<file path="src/rtl/imem_loader.sv">
// Length-prefixed byte-stream boot loader for the mips_single instruction memory.
// Optional trailing checksum byte enabled by defining IMEM_LOADER_CHKSUM_EN.
module imem_loader #(
  parameter int unsigned ADDR_W = 10
) (
  input  logic              clk,
  input  logic              rst,
  input  logic              in_valid,
  input  logic [7:0]        in_data,
  output logic              in_ready,
  input  logic              reload,
  output logic              mem_we,
  output logic [ADDR_W-1:0] mem_addr,
  output logic [7:0]        mem_wdata,
  output logic              cpu_rst,
  output logic              done,
  output logic              err,
  output logic [ADDR_W:0]   load_cnt
);

`ifdef IMEM_LOADER_CHKSUM_EN
  typedef enum logic [2:0] {
    S_LEN_LO, S_LEN_HI, S_DATA, S_CHK, S_FIN, S_DONE, S_ERR
  } state_t;
  localparam state_t S_POST = S_CHK;
`else
  typedef enum logic [2:0] {
    S_LEN_LO, S_LEN_HI, S_DATA, S_FIN, S_DONE, S_ERR
  } state_t;
  localparam state_t S_POST = S_FIN;
`endif

  localparam logic [16:0]     CAP = 17'(2 ** ADDR_W);
  localparam logic [ADDR_W:0] ONE = (ADDR_W + 1)'(1);

  state_t            r_state;
  logic [7:0]        r_len_lo;
  logic [ADDR_W:0]   r_len;
  logic [ADDR_W:0]   r_cnt;
`ifdef IMEM_LOADER_CHKSUM_EN
  logic [7:0]        r_sum;
`endif

  logic              w_ready_state;
  logic              w_acc;
  logic [16:0]       w_len;
  logic [ADDR_W:0]   w_cnt_inc;

  always_comb begin
    w_ready_state = 1'b0;
    case (r_state)
      S_LEN_LO, S_LEN_HI, S_DATA: w_ready_state = 1'b1;
`ifdef IMEM_LOADER_CHKSUM_EN
      S_CHK:                      w_ready_state = 1'b1;
`endif
      default:                    w_ready_state = 1'b0;
    endcase
  end

  // Ready is gated combinationally so a byte presented alongside reload is never accepted.
  assign in_ready  = w_ready_state & ~reload & rst;
  assign w_acc     = in_valid & in_ready;
  assign w_len     = {1'b0, in_data, r_len_lo};
  assign w_cnt_inc = r_cnt + ONE;
  assign load_cnt  = r_cnt;

  always_ff @(posedge clk or negedge rst) begin
    if (!rst) begin
      r_state   <= S_LEN_LO;
      r_len_lo  <= '0;
      r_len     <= '0;
      r_cnt     <= '0;
      mem_we    <= 1'b0;
      mem_addr  <= '0;
      mem_wdata <= '0;
      cpu_rst   <= 1'b1;
      done      <= 1'b0;
      err       <= 1'b0;
`ifdef IMEM_LOADER_CHKSUM_EN
      r_sum     <= '0;
`endif
    end else begin
      mem_we <= 1'b0;
      if (reload) begin
        r_state <= S_LEN_LO;
        r_cnt   <= '0;
        cpu_rst <= 1'b1;
        done    <= 1'b0;
        err     <= 1'b0;
`ifdef IMEM_LOADER_CHKSUM_EN
        r_sum   <= '0;
`endif
      end else begin
        case (r_state)
          S_LEN_LO: if (w_acc) begin
            r_len_lo <= in_data;
            r_state  <= S_LEN_HI;
          end
          S_LEN_HI: if (w_acc) begin
            if (w_len > CAP) begin
              r_state <= S_ERR;
              err     <= 1'b1;
            end else begin
              r_len   <= w_len[ADDR_W:0];
              r_state <= (w_len == '0) ? S_POST : S_DATA;
            end
          end
          S_DATA: if (w_acc) begin
            mem_we    <= 1'b1;
            mem_addr  <= r_cnt[ADDR_W-1:0];
            mem_wdata <= in_data;
            r_cnt     <= w_cnt_inc;
`ifdef IMEM_LOADER_CHKSUM_EN
            r_sum     <= r_sum + in_data;
`endif
            if (w_cnt_inc == r_len) r_state <= S_POST;
          end
`ifdef IMEM_LOADER_CHKSUM_EN
          S_CHK: if (w_acc) begin
            if (in_data == r_sum) begin
              r_state <= S_FIN;
            end else begin
              r_state <= S_ERR;
              err     <= 1'b1;
            end
          end
`endif
          S_FIN: begin
            r_state <= S_DONE;
            done    <= 1'b1;
            cpu_rst <= 1'b0;
          end
          default: r_state <= r_state;
        endcase
      end
    end
  end

endmodule

</file>
<file path="config.mk">
export PLATFORM = sky130hd
export DESIGN_NAME = imem_loader
export DESIGN_NICKNAME = d
export VERILOG_FILES = /design/src/rtl/imem_loader.sv
export SDC_FILE = /design/constraint.sdc
export NUM_CORES = 1
export LEC_CHECK = 0
export BUFFER_PORTS_ARGS = -buffer_cell sky130_fd_sc_hd__buf_2
export CAP_MARGIN = 0
export CORE_ASPECT_RATIO = 1.25
export CORE_MARGIN = 2
export CORE_UTILIZATION = 50
export CTS_BUF_LIST = sky130_fd_sc_hd__clkbuf_8
export DETAILED_ROUTE_END_ITERATION = 6
export PLACE_DENSITY_LB_ADDON = 0.3
export SYNTH_ARGS = -nofsm -noshare
export SYNTH_HDL_FRONTEND = slang
export SYNTH_SLANG_ARGS = --single-unit
</file>
<file path="constraint.sdc">
create_clock -name clk -period 7 [get_ports clk]
set_clock_uncertainty 0.15 [all_clocks]
set_input_delay 2.1 -clock clk [delete_from_list [all_inputs] [get_ports clk]]
set_output_delay 2.1 -clock clk [all_outputs]
set_load 0.01 [all_outputs]
</file>
==> run summary, run 1 <==
CP cell instances - buf_2, nor2_4, and3_1, buf_2
Setup Buffers After CTS - 0
RR Endpoint - load_cnt[2]
Antenna Cells - 0
post-layout minimum cycle time - 4.99 ns
worst-case clock buffer depth - 2
cells on worst reg2reg path - 7
maximum vdd drop - 0.139 mV
final WL - 6.01 mm
most common cell after layout, fill and taps aside - nand2_1
Worst path max stage delay - 0.18 ns
detailed-route via count - 2130
Total Nets Final - 325
worst reg2reg path startpoint - r_state[2]
Yosys reg bits - 55
die height - 87.0 um
CP Data Arrival Time - 2.74 ns
post-layout util - 56.3%
H-tree levels - 2
post-DR vias/cell - 5.65
Routed Antenna Nets - 0
Cells after DPL - 369
initial antenna violation count - 0
maxcap violations - 0
Hold-fix buffers, CTS - 0
synth unique cells - 51
routed length per instance - 15.9 um
hold path depth - 2
Synth top area share - 49.1%
vias in the first global route - 2014
# resized after CTS - 0
most frequent cells in the layout - 63 x nand2_1, 54 x dfrtp_1, 45 x buf_2
syn nets - 289
Filler cells - 497
biggest area consumer among synthesized cells - dfrtp_1
Iter 0 DRT Violations - 162
Overflow after GRT - 0
Die W - 70.4 um
Worst setup SP type - primary input
DRC - 0
setup_tns - 0 ns
Yosys warning count - 0
DP HPWL - 4.16 mm
status - complete, no violations
Post-Layout Cell Count - 377
DP Worst Slack - 1.86 ns
min-delay worst type - reg -> reg
smallest hold slack - 0.334 ns
CP top delay family - simple AND/OR/NAND/NOR gates
Slew HR - 53.0%
root buffer cell - clkbuf_8
row count - 30
largest net degree at the start of global routing - 57
Pre-Repair DR Iteration Count - 4
setup slack after layout - 2.01 ns
final setup fails - 0
Worst setup EP type - output pin
fraction of final layout cells sized beyond drive strength 1 - 26.5%
Synth area leaders - dfrtp_1 49%, nand2_1 8.6%, mux2_2 5.7%, xnor2_1 3.2%, nand3_1 2.4%
number of synthesized flops with an enable pin - 0
pwr/cell area - 187 nW/um^2
endpoints failing hold - 0
Reg clk slew, reported paths - 0.10 ns
Worst path depth - 4
r2r setup slk - 4.16 ns
CP Capture Point - in_ready
slew at the pin closest to its max-slew limit - 0.704 ns
Req. time, crit path - 4.75 ns
synthesis-to-layout area growth - 9.68%
TritonCTS clock tree - done
Max Clk Rate - 200 MHz
Synth Area per Inst - 9.98 um^2
cells after synthesis - 276
die area - 6120 um^2
sequential share of the synthesized area - 50.0%
TritonCTS Buffers - 5
overall power - 563 uW
# IOs - 46
async set-reset flop share out of synthesis - 100%
Tot GR Track Use - 20.7%
leakage - 1.55 nW
Worst setup startpoint - reload
initial core utilization - 51.3%
count of buffers from port buffering - 45
Area after DPL - 2930 um^2
crit share post-route - 71.3%
cell mode on critical path - buf_2
slowest stage cell, crit path - and3_1
RSZ-0062 raised after global routing - false
core area - 5370 um^2
ys flop type - dfrtp_1
crit path kind - in -> out
Pins Over Slew Limit - 0
WP buf/inv - 2
Clock Sink Count - 55
Final Cell Area - 3020 um^2
GP Congestion - 0.855
Cell Area, Synth - 2750 um^2
first-pass GRT wire length - 9.97 mm
worst-path fanout max - 11
worst skew pair latency - 0.32 ns
-- layer usage --
layer | vias to the layer above | wire, um | GRT usage, %
met5 | - | 0 | 0
met2 | 59 | 3030 | 35.4
li1 | 1016 | - | -
met3 | 7 | 274 | 3.47
met4 | 0 | 93 | 6.82
met1 | 1048 | 2610 | 26.8
-- worst reg2reg max path: stages, from the launching register on --
cell     delay (ns)
dfrtp_1        0.50
nor2_4         0.16
nand4_2        0.20
or2_2          0.63
inv_2          0.48
nor2_1         0.25
o21ai_0        0.25
o31ai_1        0.10
-- where the power goes --
part           leakage, nW  internal (mW)  switching (mW)
logic                0.756         0.0180          0.0218
registers            0.745          0.332          0.0117
clock network       0.0483         0.0708           0.109
-- synthesized netlist by cell type, types with 2 or more instances --
cell,n
o21ai_1,6
mux2_2,14
nand2_1,63
nor3_1,2
xor2_1,4
o21ai_0,12
buf_6,5
o31ai_1,7
nand3b_1,2
clkbuf_8,2
or4_1,2
inv_1,4
or2_2,2
and3_1,2
and4_1,2
nand3_1,13
and2_1,3
buf_2,4
mux2_1,5
buf_4,2
dfrtp_1,54
a21oi_1,8
clkbuf_1,4
xnor2_1,10
nor2_1,17
nor4_1,2
-- cells by family (layout without fill, tap and decap cells) --
group	Yosys count	count (layout)	share of synthesized area (%)
and+or+nand+nor	121	121	21.1
DFF	55	55	50.0
AOI/OAI and AO/OA	43	43	10.0
buffers and inverters	22	59	5.54
muxes	19	19	7.77
xor gates and xnor gates	15	15	5.04
adders and majority gates	1	1	0.454
-- flip-flops by register name, indices dropped and copies added (netlist names) --
signal,cells
r_len_lo,8
r_state,3
err,1
mem_addr,10
mem_wdata,8
load_cnt,11
mem_we,1
cpu_rst,1
done,1
r_len,11
-- area by class of cell --
class	count	area, um^2	area share, %
well taps	64	80.1	2.65
repair buffers	46	233	7.71
inverters	5	18.8	0.621
clock buffers	5	68.8	2.28
flip-flops and latches	55	1380	45.6
clock inverters	3	18.8	0.621
multi-input cells	199	1220	40.5
-- worst min-delay path by stage --
stage | slack [ns] | end | startpoint
global placement | 0.31 | mem_addr[8] | mem_addr[8]
floorplan | 0.33 | r_len[1] | r_len[1]
CTS | 0.34 | mem_addr[1] | mem_addr[1]
detailed placement | 0.31 | mem_wdata[6] | mem_wdata[6]
finish | 0.33 | mem_addr[1] | mem_addr[1]
global route | 0.36 | done | done
Power figures use the tool's default switching activity.
==> inputs of run 2 (changes only) <==
==> constraint.sdc (replaced) <==
create_clock -name clk -period 4.2 [get_ports clk]
set_clock_uncertainty 0.15 [all_clocks]
set_input_delay 1.26 -clock clk [delete_from_list [all_inputs] [get_ports clk]]
set_output_delay 1.26 -clock clk [all_outputs]
set_load 0.01 [all_outputs]
==> run 2 against run 1 <==
  * Worst hold slack lost 0.0096 ns
  * Die area is the same
  * Clock-buffer cell count is the same
  * Global-route usage grew 0.089 points
  * Non-clock buffer count grew 1
  * Cell count is the same
  * Critical path depth is the same
  * Largest power group unchanged
  * Final area grew 0.87%
  * Critical path type unchanged
  * First-iteration DRC count grew 0.62%
  * Setup slack lost 1.1 ns
  * Wire length shrank 1.2%
  * Via count shrank 2.4%
==> run summary, run 2 (synthesized netlist as in run 1, its figures left out) <==
status - complete, no violations
routed length per instance - 15.8 um (-1.2%)
Tot GR Track Use - 20.8% (+0.089 points)
vias in the first global route - 1975 (-1.9%)
post-DR vias/cell - 5.51 (-2.4%)
worst skew pair latency - 0.31 ns (about the same)
most frequent cells in the layout - 63 x nand2_1, 54 x dfrtp_1, 45 x buf_2
core area - 5370 um^2 (unchanged)
Seq. cell area - 1380 um^2 (unchanged)
Pins Over Slew Limit - 0 (unchanged)
H-tree levels - 2 (unchanged)
Req. time, crit path - 2.79 ns (-1.96 ns)
largest net degree at the start of global routing - 52 (-8.8%)
Met3 Wirelength - 252 um (-8.0%)
Hold-fix buffers, CTS - 0 (unchanged)
DP HPWL - 4.19 mm (+0.50%)
first-pass GRT wire length - 9.96 mm (about the same)
row count - 30 (unchanged)
slew at the pin closest to its max-slew limit - 0.646 ns (-0.0584 ns)
initial core utilization - 51.3% (unchanged)
die height - 87.0 um (unchanged)
CP Data Arrival Time - 1.89 ns (-0.85 ns)
most common cell after layout, fill and taps aside - nand2_1
detailed-route via count - 2079 (-2.4%)
cell mode on critical path - buf_2
Final Cell Area - 3050 um^2 (+0.87%)
crit path kind - in -> out
post-layout minimum cycle time - 3.30 ns
fraction of final layout cells sized beyond drive strength 1 - 26.5% (unchanged)
die area - 6120 um^2 (unchanged)
setup_tns - 0 ns (unchanged)
worst-path fanout max - 11 (unchanged)
maxcap violations - 0 (unchanged)
Max Clk Rate - 303 MHz
Routed Antenna Nets - 0 (unchanged)
CP cell instances - buf_2, nor2_4, and3_1, buf_2
Total Nets Final - 326 (+0.31%)
pwr/cell area - 322 nW/um^2 (+73%)
count of buffers from port buffering - 45 (unchanged)
worst-case clock buffer depth - 2 (unchanged)
Slew HR - 56.7% (+3.7 points)
# IOs - 46 (unchanged)
TritonCTS clock tree - done
root buffer cell - clkbuf_8
Overflow after GRT - 0 (unchanged)
leakage - 1.55 nW (+0.39%)
initial antenna violation count - 0 (unchanged)
endpoints failing hold - 0 (unchanged)
# resized after CTS - 0 (unchanged)
Pre-Repair DR Iteration Count - 4 (unchanged)
top sig layer - met4
Setup Buffers After CTS - 0 (unchanged)
maximum vdd drop - 0.223 mV (+60%)
Area after DPL - 2940 um^2 (+0.26%)
Antenna Cells - 0 (unchanged)
TritonCTS Buffers - 5 (unchanged)
M1 WL - 2.53 mm (-3.3%)
Iter 0 DRT Violations - 163 (+0.62%)
DRC - 0 (unchanged)
met2 routed WL - 3.04 mm (+0.43%)
Reg clk slew, reported paths - 0.09 ns (about the same)
setup slack after layout - 0.895 ns (-1.11 ns)
synthesis-to-layout area growth - 10.6%
Worst path max stage delay - 0.18 ns (about the same)
Die W - 70.4 um (unchanged)
crit share post-route - 78.7%
DP Worst Slack - 0.753 ns (-1.11 ns)
Worst setup SP type - primary input
slowest stage cell, crit path - buf_2
Filler cells - 490 (-1.4%)
min-delay worst type - reg -> reg
final WL - 5.94 mm (-1.2%)
Worst setup EP type - output pin
Clock Sink Count - 55 (unchanged)
RSZ-0062 raised after global routing - false
area of the multi-input gates - 1220 um^2 (unchanged)
GP Congestion - 0.820 (-4.0%)
smallest hold slack - 0.324 ns (-0.00957 ns)
final setup fails - 0 (unchanged)
## run 2: cell types whose count changed in the layout (fill, tap and decap cells not counted), sizes merged
cell	previous run	this run
buf	46	47
clkinv	2	0
clkinvlp	0	1
inv	6	5
bufinv	0	1
## run 2: report_power, final
group | total (mW) | internal (mW) | switching (mW)
sequential | 0.572 | 0.553 | 0.0191
combinational | 0.0658 | 0.0300 | 0.0358
clock | 0.344 | 0.174 | 0.170
total | 0.982 | 0.757 | 0.225
## run 2: worst paths after layout
path	startpoint	endpoint	slack, ns	cells past startpoint
max reg2reg	load_cnt[0]	r_state[1]	1.56	7
max	reload	in_ready	0.90	4
min reg2reg	mem_addr[8]	mem_addr[8]	0.32	2
min	mem_addr[8]	mem_addr[8]	0.32	2
min in group asynchronous	rst	err	0.63	1
max in group asynchronous	rst	mem_wdata[7]	2.42	2
## run 2: metal layers
metal	vias to the layer above	track usage, %
met5	-	0
met4	0	6.99
met3	9	3.82
met2	57	35.4
met1	997	26.8
li1	1016	-
## run 2: through the flow
step	util, %	power, mW	cells
6_report	56.8	0.982	377
4_1_cts	56.8	0.993	377
3_5_place_dp	54.8	0.650	370
2_1_floorplan	-	0.614	276
5_1_grt	56.8	1.02	377
3_3_place_gp	54.8	0.647	370
## run 2: area by class of cell
type	count	share of cell area, %
clock buffer	5	2.26
clock inverter	2	1.23
inverter	5	0.616
multi-input combinational	199	40.2
sequential	55	45.2
tap	64	2.63
timing repair buffer	47	7.89
## run 2: critical path, delay by kind of cell
kind | cells | cell delay [ns]
simple gates | 2 | 0.33
buf+inv | 2 | 0.31
